===== config.mk =====
export PLATFORM = sky130hd
export DESIGN_NAME = mem_port_arbiter_flat
export DESIGN_NICKNAME = d
export VERILOG_FILES = /design/src/rtl/mem_port_arbiter_if.sv /design/src/rtl/mem_port_arbiter.sv /design/src/flat_wrapper.sv
export SDC_FILE = /design/constraint.sdc
export NUM_CORES = 1
export LEC_CHECK = 0
export ABC_CLOCK_PERIOD_IN_PS = 2000
export CAP_MARGIN = 25
export CORE_MARGIN = 4
export CORE_UTILIZATION = 39
export CTS_CLUSTER_SIZE = 25
export DETAILED_ROUTE_END_ITERATION = 10
export GPL_TIMING_DRIVEN = 0
export HOLD_SLACK_MARGIN = 0.03
export PLACE_DENSITY = 0.9
export SLEW_MARGIN = 20
export SYNTH_ARGS = -nofsm -noshare
export SYNTH_HDL_FRONTEND = slang
export SYNTH_SLANG_ARGS = --single-unit

===== constraint.sdc =====
create_clock -name clk -period 2 [get_ports clk]
set_clock_uncertainty 0.05 [all_clocks]
set_input_delay 0.6 -clock clk [delete_from_list [all_inputs] [get_ports clk]]
set_output_delay 0.6 -clock clk [all_outputs]
set_load 0.005 [all_outputs]

===== src/rtl/mem_port_arbiter_if.sv =====
// Bundle of the two requester ports and the shared physical memory port.
// The arbiter attaches through the slave modport; the datapath/memory
// side (or a testbench) uses the master modport.
interface mem_port_arbiter_if;
  // Port a: instruction fetch, read-only
  logic        mem_read_a;
  logic [15:0] mem_address_a;
  logic        mem_resp_a;
  logic [15:0] mem_rdata_a;
  // Port b: data, read/write with byte mask
  logic        mem_read_b;
  logic        mem_write_b;
  logic [1:0]  mem_wmask_b;
  logic [15:0] mem_address_b;
  logic [15:0] mem_wdata_b;
  logic        mem_resp_b;
  logic [15:0] mem_rdata_b;
  // Shared physical port
  logic        pmem_read;
  logic        pmem_write;
  logic [15:0] pmem_address;
  logic [15:0] pmem_wdata;
  logic [1:0]  pmem_wmask;
  logic        pmem_resp;
  logic [15:0] pmem_rdata;
  // Sticky error flag
  logic        timeout_err;

  modport slave (
    input  mem_read_a, mem_address_a,
    output mem_resp_a, mem_rdata_a,
    input  mem_read_b, mem_write_b, mem_wmask_b, mem_address_b, mem_wdata_b,
    output mem_resp_b, mem_rdata_b,
    output pmem_read, pmem_write, pmem_address, pmem_wdata, pmem_wmask,
    input  pmem_resp, pmem_rdata,
    output timeout_err
  );

  modport master (
    output mem_read_a, mem_address_a,
    input  mem_resp_a, mem_rdata_a,
    output mem_read_b, mem_write_b, mem_wmask_b, mem_address_b, mem_wdata_b,
    input  mem_resp_b, mem_rdata_b,
    input  pmem_read, pmem_write, pmem_address, pmem_wdata, pmem_wmask,
    output pmem_resp, pmem_rdata,
    input  timeout_err
  );
endinterface


===== src/rtl/mem_port_arbiter.sv =====
// Shares one physical memory port between an instruction-fetch port (a)
// and a data port (b). One port is granted at a time; its request is
// latched on the grant edge and the physical port is driven only from
// those latches until the memory answers. Ties alternate between ports.
module mem_port_arbiter #(
  parameter int unsigned TIMEOUT_CYCLES = 256
) (
  input logic               clk,
  input logic               rst,
  mem_port_arbiter_if.slave bus
);

  typedef enum logic [1:0] {
    IDLE    = 2'd0,
    SERVE_A = 2'd1,
    SERVE_B = 2'd2
  } state_t;

  localparam int unsigned CW = $clog2(TIMEOUT_CYCLES + 1);
  localparam logic [CW-1:0] TO_LIMIT = CW'(TIMEOUT_CYCLES);

  state_t        state;
  state_t        state_next;
  logic          last_grant_b;   // 1: port b was granted most recently
  logic          grant_a;
  logic          grant_b;
  logic          req_a;
  logic          req_b;
  logic [15:0]   addr_lat;
  logic [15:0]   wdata_lat;
  logic [1:0]    wmask_lat;
  logic          op_write;       // latched operation: 1 = write, 0 = read
  logic [CW-1:0] to_cnt;
  logic [CW-1:0] to_cnt_next;
  logic          to_err;
  logic          serving;

  assign req_a = bus.mem_read_a;
  assign req_b = bus.mem_read_b | bus.mem_write_b;

  // Next-state, grant decision and timeout counter update
  always_comb begin
    state_next  = state;
    grant_a     = 1'b0;
    grant_b     = 1'b0;
    to_cnt_next = to_cnt;
    case (state)
      IDLE: begin
        to_cnt_next = {CW{1'b0}};
        if (req_a && req_b) begin
          // Round-robin: the port that did not go last wins the tie
          if (last_grant_b) begin
            grant_a = 1'b1;
          end else begin
            grant_b = 1'b1;
          end
        end else if (req_a) begin
          grant_a = 1'b1;
        end else if (req_b) begin
          grant_b = 1'b1;
        end else begin
          grant_a = 1'b0;
        end
        if (grant_a) begin
          state_next = SERVE_A;
        end else if (grant_b) begin
          state_next = SERVE_B;
        end else begin
          state_next = IDLE;
        end
      end
      SERVE_A, SERVE_B: begin
        if (bus.pmem_resp) begin
          state_next  = IDLE;
          to_cnt_next = {CW{1'b0}};
        end else if (to_cnt != TO_LIMIT) begin
          to_cnt_next = to_cnt + CW'(1);
        end else begin
          to_cnt_next = to_cnt;
        end
      end
      default: begin
        state_next  = IDLE;
        to_cnt_next = {CW{1'b0}};
      end
    endcase
  end

  // State register, timeout counter and sticky timeout flag
  always_ff @(posedge clk or posedge rst) begin
    if (rst) begin
      state  <= IDLE;
      to_cnt <= {CW{1'b0}};
      to_err <= 1'b0;
    end else begin
      state  <= state_next;
      to_cnt <= to_cnt_next;
      to_err <= to_err | (to_cnt_next == TO_LIMIT);
    end
  end

  // Capture the granted request; port b read+write latches as a write
  always_ff @(posedge clk or posedge rst) begin
    if (rst) begin
      addr_lat     <= 16'h0000;
      wdata_lat    <= 16'h0000;
      wmask_lat    <= 2'b00;
      op_write     <= 1'b0;
      last_grant_b <= 1'b1;
    end else if (grant_a) begin
      addr_lat     <= bus.mem_address_a;
      wdata_lat    <= 16'h0000;
      wmask_lat    <= 2'b11;
      op_write     <= 1'b0;
      last_grant_b <= 1'b0;
    end else if (grant_b) begin
      addr_lat     <= bus.mem_address_b;
      wdata_lat    <= bus.mem_wdata_b;
      wmask_lat    <= bus.mem_wmask_b;
      op_write     <= bus.mem_write_b;
      last_grant_b <= 1'b1;
    end
  end

  assign serving = (state == SERVE_A) || (state == SERVE_B);

  // Physical port is driven purely from the latches while serving
  assign bus.pmem_read    = serving & ~op_write;
  assign bus.pmem_write   = serving & op_write;
  assign bus.pmem_address = addr_lat;
  assign bus.pmem_wdata   = wdata_lat;
  assign bus.pmem_wmask   = wmask_lat;

  // Responses route to whichever port owns the physical port this cycle
  assign bus.mem_resp_a  = bus.pmem_resp & (state == SERVE_A);
  assign bus.mem_resp_b  = bus.pmem_resp & (state == SERVE_B);
  assign bus.mem_rdata_a = bus.pmem_rdata;
  assign bus.mem_rdata_b = bus.pmem_rdata;

  assign bus.timeout_err = to_err;

endmodule


===== src/flat_wrapper.sv =====
// flat-port wrapper written by rule: the top's interface ports become plain ports
module mem_port_arbiter_flat 
#(
  parameter int unsigned TIMEOUT_CYCLES = 256
)
  (clk, rst, bus_mem_read_a, bus_mem_address_a, bus_mem_resp_a, bus_mem_rdata_a, bus_mem_read_b, bus_mem_write_b, bus_mem_wmask_b, bus_mem_address_b, bus_mem_wdata_b, bus_mem_resp_b, bus_mem_rdata_b, bus_pmem_read, bus_pmem_write, bus_pmem_address, bus_pmem_wdata, bus_pmem_wmask, bus_pmem_resp, bus_pmem_rdata, bus_timeout_err);
  mem_port_arbiter_if bus_i ();
  input logic clk;
  input logic rst;
  input wire logic [$bits(bus_i.mem_read_a)-1:0] bus_mem_read_a;
  input wire logic [$bits(bus_i.mem_address_a)-1:0] bus_mem_address_a;
  output wire logic [$bits(bus_i.mem_resp_a)-1:0] bus_mem_resp_a;
  output wire logic [$bits(bus_i.mem_rdata_a)-1:0] bus_mem_rdata_a;
  input wire logic [$bits(bus_i.mem_read_b)-1:0] bus_mem_read_b;
  input wire logic [$bits(bus_i.mem_write_b)-1:0] bus_mem_write_b;
  input wire logic [$bits(bus_i.mem_wmask_b)-1:0] bus_mem_wmask_b;
  input wire logic [$bits(bus_i.mem_address_b)-1:0] bus_mem_address_b;
  input wire logic [$bits(bus_i.mem_wdata_b)-1:0] bus_mem_wdata_b;
  output wire logic [$bits(bus_i.mem_resp_b)-1:0] bus_mem_resp_b;
  output wire logic [$bits(bus_i.mem_rdata_b)-1:0] bus_mem_rdata_b;
  output wire logic [$bits(bus_i.pmem_read)-1:0] bus_pmem_read;
  output wire logic [$bits(bus_i.pmem_write)-1:0] bus_pmem_write;
  output wire logic [$bits(bus_i.pmem_address)-1:0] bus_pmem_address;
  output wire logic [$bits(bus_i.pmem_wdata)-1:0] bus_pmem_wdata;
  output wire logic [$bits(bus_i.pmem_wmask)-1:0] bus_pmem_wmask;
  input wire logic [$bits(bus_i.pmem_resp)-1:0] bus_pmem_resp;
  input wire logic [$bits(bus_i.pmem_rdata)-1:0] bus_pmem_rdata;
  output wire logic [$bits(bus_i.timeout_err)-1:0] bus_timeout_err;
  assign bus_i.mem_read_a = bus_mem_read_a;
  assign bus_i.mem_address_a = bus_mem_address_a;
  assign bus_mem_resp_a = bus_i.mem_resp_a;
  assign bus_mem_rdata_a = bus_i.mem_rdata_a;
  assign bus_i.mem_read_b = bus_mem_read_b;
  assign bus_i.mem_write_b = bus_mem_write_b;
  assign bus_i.mem_wmask_b = bus_mem_wmask_b;
  assign bus_i.mem_address_b = bus_mem_address_b;
  assign bus_i.mem_wdata_b = bus_mem_wdata_b;
  assign bus_mem_resp_b = bus_i.mem_resp_b;
  assign bus_mem_rdata_b = bus_i.mem_rdata_b;
  assign bus_pmem_read = bus_i.pmem_read;
  assign bus_pmem_write = bus_i.pmem_write;
  assign bus_pmem_address = bus_i.pmem_address;
  assign bus_pmem_wdata = bus_i.pmem_wdata;
  assign bus_pmem_wmask = bus_i.pmem_wmask;
  assign bus_i.pmem_resp = bus_pmem_resp;
  assign bus_i.pmem_rdata = bus_pmem_rdata;
  assign bus_timeout_err = bus_i.timeout_err;
  mem_port_arbiter #(.TIMEOUT_CYCLES(TIMEOUT_CYCLES)) u_core (.clk(clk), .rst(rst), .bus(bus_i));
endmodule

# [After elaboration in Yosys (flattened, before gate mapping)]
# Index checks and enable logic that the tools add are counted.
[totals] reg_bits=48 inputBits=72 elab_cells=54
[op_classes] addsub=1 n_eq_ne=5 muxes=28 n_bitwise=7 n_reduce_logical=5
[op_table] operator="16-bit 2-to-1 mux" count=4
[op_table] operator="9-bit 2-to-1 mux" count=3
[op_table] operator="1-bit 2-to-1 mux" count=15
[op_table] operator="2-bit 2-to-1 mux" count=5
[op_table] operator="9-bit by 1-bit adder with 9-bit output (second input constant)" count=1
[op_table] operator="9-bit == test (second input constant)" count=1
[op_table] operator="9-bit inequality test (second input constant)" count=1
[op_table] operator="1-bit AND" count=4
[op_table] operator="2-bit case mux with 2 select lines" count=1
[op_table] operator="2-bit by 1-bit == test with 1-bit output (second input constant)" count=1
[op_table] operator="2-bit == test (second input constant)" count=1
[op_table] operator="2-bit logical NOT" count=1
[op_table] operator="2-bit inequality test (second input constant)" count=1
[op_table] operator="1-bit OR" count=2
[op_table] operator="2-bit nonzero test" count=1
[op_table] operator="2-bit OR reduction" count=1
[op_table] operator="1-bit logical AND" count=1
[op_table] operator="1-bit logical OR" count=1
[op_table] operator="1-bit NOT" count=1

# [Longest topological paths before layout]
[depth] word_depth=8 ltp_mapped=8 ltp_nobuf=6

# [Least setup slack after synthesis]
# OpenSTA, ideal clock, no wires.
[synth_path] kind="register to register" startpoint="register u_core.state[0]" endpoint="register u_core.to_err (netlist: u_core.bus.timeout_err)" setup_ns=0.104 arrival_ns=1.570 required_time_ns=1.846 slack_ns=0.276 path_stages_with_launch=8 period_less_slack_ns=1.724 path_cell_list="dfrtp_1 inv_1 ha_1 nand2b_1 clkbuf_1 nor4_1 nor2_1 o41ai_2"
[synth_between] elab_chain_cells=5
[synth_rtl] element="start: declaration" line="mem_port_arbiter.sv:22" text="state_t state;"
[synth_rtl] element="start signal: assignment" line="mem_port_arbiter.sv:96" text="state <= state_next;"
[synth_rtl] element="2-bit == test or 2-bit by 1-bit == test with 1-bit output (tied branches)" line="mem_port_arbiter.sv:47" text="case (state)"
[synth_rtl] element="2-bit OR reduction (*)" line="mem_port_arbiter.sv:47"
[synth_rtl] element="9-bit 2-to-1 mux (*)" line="mem_port_arbiter.sv:47"
[synth_rtl] element="9-bit == test (*)" line="mem_port_arbiter.sv:98" text="to_err <= to_err | (to_cnt_next == TO_LIMIT);"
[synth_rtl] element="1-bit OR (*)" line="mem_port_arbiter.sv:98"
[synth_rtl] element="end signal: assignment" line="mem_port_arbiter.sv:98"
[synth_rtl] element="end: declaration" line="mem_port_arbiter.sv:35" text="logic to_err;"
# Every way passes the cells marked *; elsewhere a longest branch is shown, timed or not.
# A chain may end at the register's enable or synchronous reset.

# [Final worst setup path]
[layout_path] startpoint="register u_core.state[0]" endpoint="output bus_mem_resp_a"
[layout_between] elab_chain_cells=2
[layout_rtl] element="2-bit by 1-bit == test with 1-bit output" line="mem_port_arbiter.sv:135" text="assign bus.mem_resp_a = bus.pmem_resp & (state == SERVE_A);"
[layout_rtl] element="1-bit AND" line="mem_port_arbiter.sv:135"
[layout_rtl] element="end: declaration" line="flat_wrapper.sv:12" text="output wire logic [$bits(bus_i.mem_resp_a)-1:0] bus_mem_resp_a;"
# Every way passes these cells.

==> metrics.cfg <==
[sta]
maxSlewViolCount = 0
post-route-period-util = 0.958
worst_slew_pin_slew_ns = 0.445
relSlewSlack = 0.703
rsz0062_at_grt = no
hold_violations = 0
max_freq_ghz = 0.522
post-route-min-period_ns = 1.92
tns_ns = 0
setup_violations = 0

[worst_setup_path]
critical_path.slowest_cell = dfrtp_1
arrival_ns = 1.27
cp_cell_sequence = buf_4, ha_1, and2_1, clkbuf_2
critPathMaxFanout = 2
crit_type = reg2out
end_kind = output port
start_kind = register
cp_slowest_stage_delay_ns = 0.40
required_ns = 1.35

[drt]
routed.top_layer = met4
dr_wl_met3_um = 726
drt_iter0_drc = 135
wl_per_cell_um = 15.4
viasPerCell = 5.06
drtPass1Iterations = 4
drt_wl_total_mm = 7.30
final_antenna_net_count = 0
vias = 2397
met1_length_mm = 2.60
wl_met2_mm = 3.83
route.detailed.drc = 0

[place]
dp_cells = 468
io_buffers = 126
dp_hpwl_mm = 5.73
place_area_sq_um = 3910
routabilityCongestion = 0.806

[pwr]
seqPwrFrac = 0.350
vdd_drop_max_uv = 750
power_density_nw_per_um2 = 1150
pwr-share-comb = 0.521
p_leak_nw = 1.79
p_sw_w = 0.00161
pwr-share-clk = 0.129
netSwitchingFraction = 0.348
p_int_w = 0.00301

[run_status]
status = complete, no violations

[synthesis]
ys.flop_type = dfrtp_1
synth.avg_cell_area_sq_um = 9.58
synthCells = 264
synth-warning-count = 0
seq_area_frac_synth = 0.476
synth_edf_count = 0
synth.distinct_cells = 41
syn_area_sq_um = 2530
ys_ff_latch = 48
synthesis.nets = 341
async_reset_ff_frac = 1.00

[final_layout]
drive_gt1_frac = 0.179
final_area_sq_um = 4030
fin_cells = 474
diodes = 0
fin_util = 0.638
area_growth_pct = 59.4
nNetsFinal = 474

[grt]
antenna_found_initial = 0
grt_max_degree = 30
overflow = 0
gr-usage-all-layers = 0.181
grt_pass1_wl_mm = 11.1
grt_pass1_vias = 2503

[cts]
clock_sinks = 48
clk_latency_ns = 0.29
cts.clk_slew.worst_paths_ns = 0.09
clockRootBuffer = clkbuf_8
htreeDepth = 2
cts_made_buffers = 5
cts_tree = built
clk_path_buf_depth = 2

[die]
core-area_sq_um = 6310
die_h_um = 88.5
pin_count = 143
rows = 29
dieArea_sq_um = 7840
start_util = 0.401
die_x_um = 88.5

[worst_hold_path]
hold_class = reg2reg

[job]
cap_viol_max_count = 0

-- layout make-up --
cell class	count	area (sq um)
sequential	48	1200
multi-input combinational	161	1030
tap	77	96.3
clock buffer	6	82.6
timing repair buffer	129	1270
buffer	41	298
fill	495	2280
clock inverter	1	8.76
inverter	11	41.3
-- routing by layer --
layer,global-route usage,vias to the layer above
met4,0.0467,0
met1,0.209,1140
li1,-,1132
met3,0.0615,12
met2,0.322,113
met5,0,-
-- registers in the layout (all words and copies together), names as in the netlist --
| name | flops |
|---|---|
| u_core.bus.pmem_wmask | 2 |
| u_core.to_cnt | 9 |
| u_core.last_grant_b | 1 |
| u_core.bus.pmem_address | 16 |
| u_core.bus.pmem_wdata | 16 |
| u_core.state | 2 |
| u_core.bus.timeout_err | 1 |
| u_core.op_write | 1 |
-- power by group through the flow --
| stage | combinational (W) | sequential, W | clock [W] |
|---|---|---|---|
| global route | 0.00264 | 0.00167 | 0.000638 |
| floorplan | 0.00109 | 0.00161 | 0 |
| finish | 0.00241 | 0.00162 | 0.000594 |
| CTS | 0.00244 | 0.00161 | 0.000604 |
| global placement | 0.00223 | 0.00161 | 0 |
| detailed placement | 0.00234 | 0.00161 | 0 |
-- cells in the mapped netlist, types with 2 or more instances --
master | instances | area, sq um
inv_1 | 11 | 41.3
ha_1 | 5 | 62.6
a21oi_1 | 3 | 15.0
nor4b_2 | 3 | 45.0
xor2_1 | 2 | 17.5
o21ai_0 | 5 | 25.0
buf_4 | 32 | 240
a22o_1 | 16 | 140
nand2_1 | 43 | 161
xnor2_1 | 2 | 17.5
and2_1 | 4 | 25.0
buf_2 | 4 | 20.0
nor2b_1 | 4 | 25.0
nor2_1 | 26 | 97.6
a31oi_1 | 16 | 100
or3_1 | 2 | 12.5
nor4_1 | 2 | 12.5
nand2b_1 | 2 | 12.5
nand3_1 | 7 | 35.0
o22ai_1 | 2 | 12.5
clkbuf_1 | 6 | 22.5
o22a_1 | 2 | 17.5
dfrtp_1 | 47 | 1180
-- timing repair --
action,in CTS,in global routing
hold buffers,0,0
pin swaps,0,2
setup buffers,2,0
endpoints found under the setup margin,15,33
hold endpoints to repair,0,0
resized for setup,18,13
-- through the flow --
step / worst slack [ns] / power (W) / hold slack [ns]
6_report: 0.0834 / 0.00462 / 0.414
3_3_place_gp: -0.703 / 0.00384 / 0.396
2_1_floorplan: 0.207 / 0.00271 / 0.406
4_1_cts: -0.0184 / 0.00465 / 0.418
5_1_grt: 0.000554 / 0.00495 / 0.475
3_5_place_dp: -0.411 / 0.00395 / 0.397
-- cell families after synthesis --
family | count (synthesis) | synth area share
adder cells (fa/ha/maj) | 5 | 0.0247
AO/OA/AOI/OAI | 53 | 0.160
AND/OR/NAND/NOR | 99 | 0.191
buffers and inverters | 55 | 0.134
XOR/XNOR | 4 | 0.0139
flip-flops | 48 | 0.476
-- worst max-delay path, delay by kind of cell, from the launching register on --
kind | cells | cell delay [ns]
fa+ha+maj | 1 | 0.19
buf+inv | 2 | 0.25
flops | 1 | 0.40
simple gates | 1 | 0.15
-- layout by cell type (no fill, tap or decap), types with 5 or more instances in the layout --
master           instances
clkdlybuf4s50_1        121
dfrtp_1                 47
nand2_1                 43
buf_4                   36
nor2_1                  25
a22o_1                  16
a31oi_1                 16
inv_1                    8
nand3_1                  7
clkbuf_2                 6
clkbuf_8                 6
o21ai_0                  5
-- path summary, 6_finish.rpt --
kind / startpoint / endpoint / slack, ns / depth (start not counted)
setup / recovery: u_core.state[0]$_DFFE_PP0P_ / bus_mem_resp_a / 0.08 / 4
hold / removal: u_core.bus.timeout_err$_DFF_PP0_ / u_core.bus.timeout_err$_DFF_PP0_ / 0.41 / 2
setup reg to reg: u_core.to_cnt[0]$_DFF_PP0_ / u_core.bus.timeout_err$_DFF_PP0_ / 0.14 / 6
hold reg to reg: u_core.bus.timeout_err$_DFF_PP0_ / u_core.bus.timeout_err$_DFF_PP0_ / 0.41 / 2
max in group asynchronous: rst / u_core.last_grant_b$_DFFE_PP1P_ / 0.77 / 3
min in group asynchronous: rst / u_core.bus.pmem_wdata[11]$_DFFE_PP0P_ / 0.57 / 2
(Power assumes the default switching activity.)
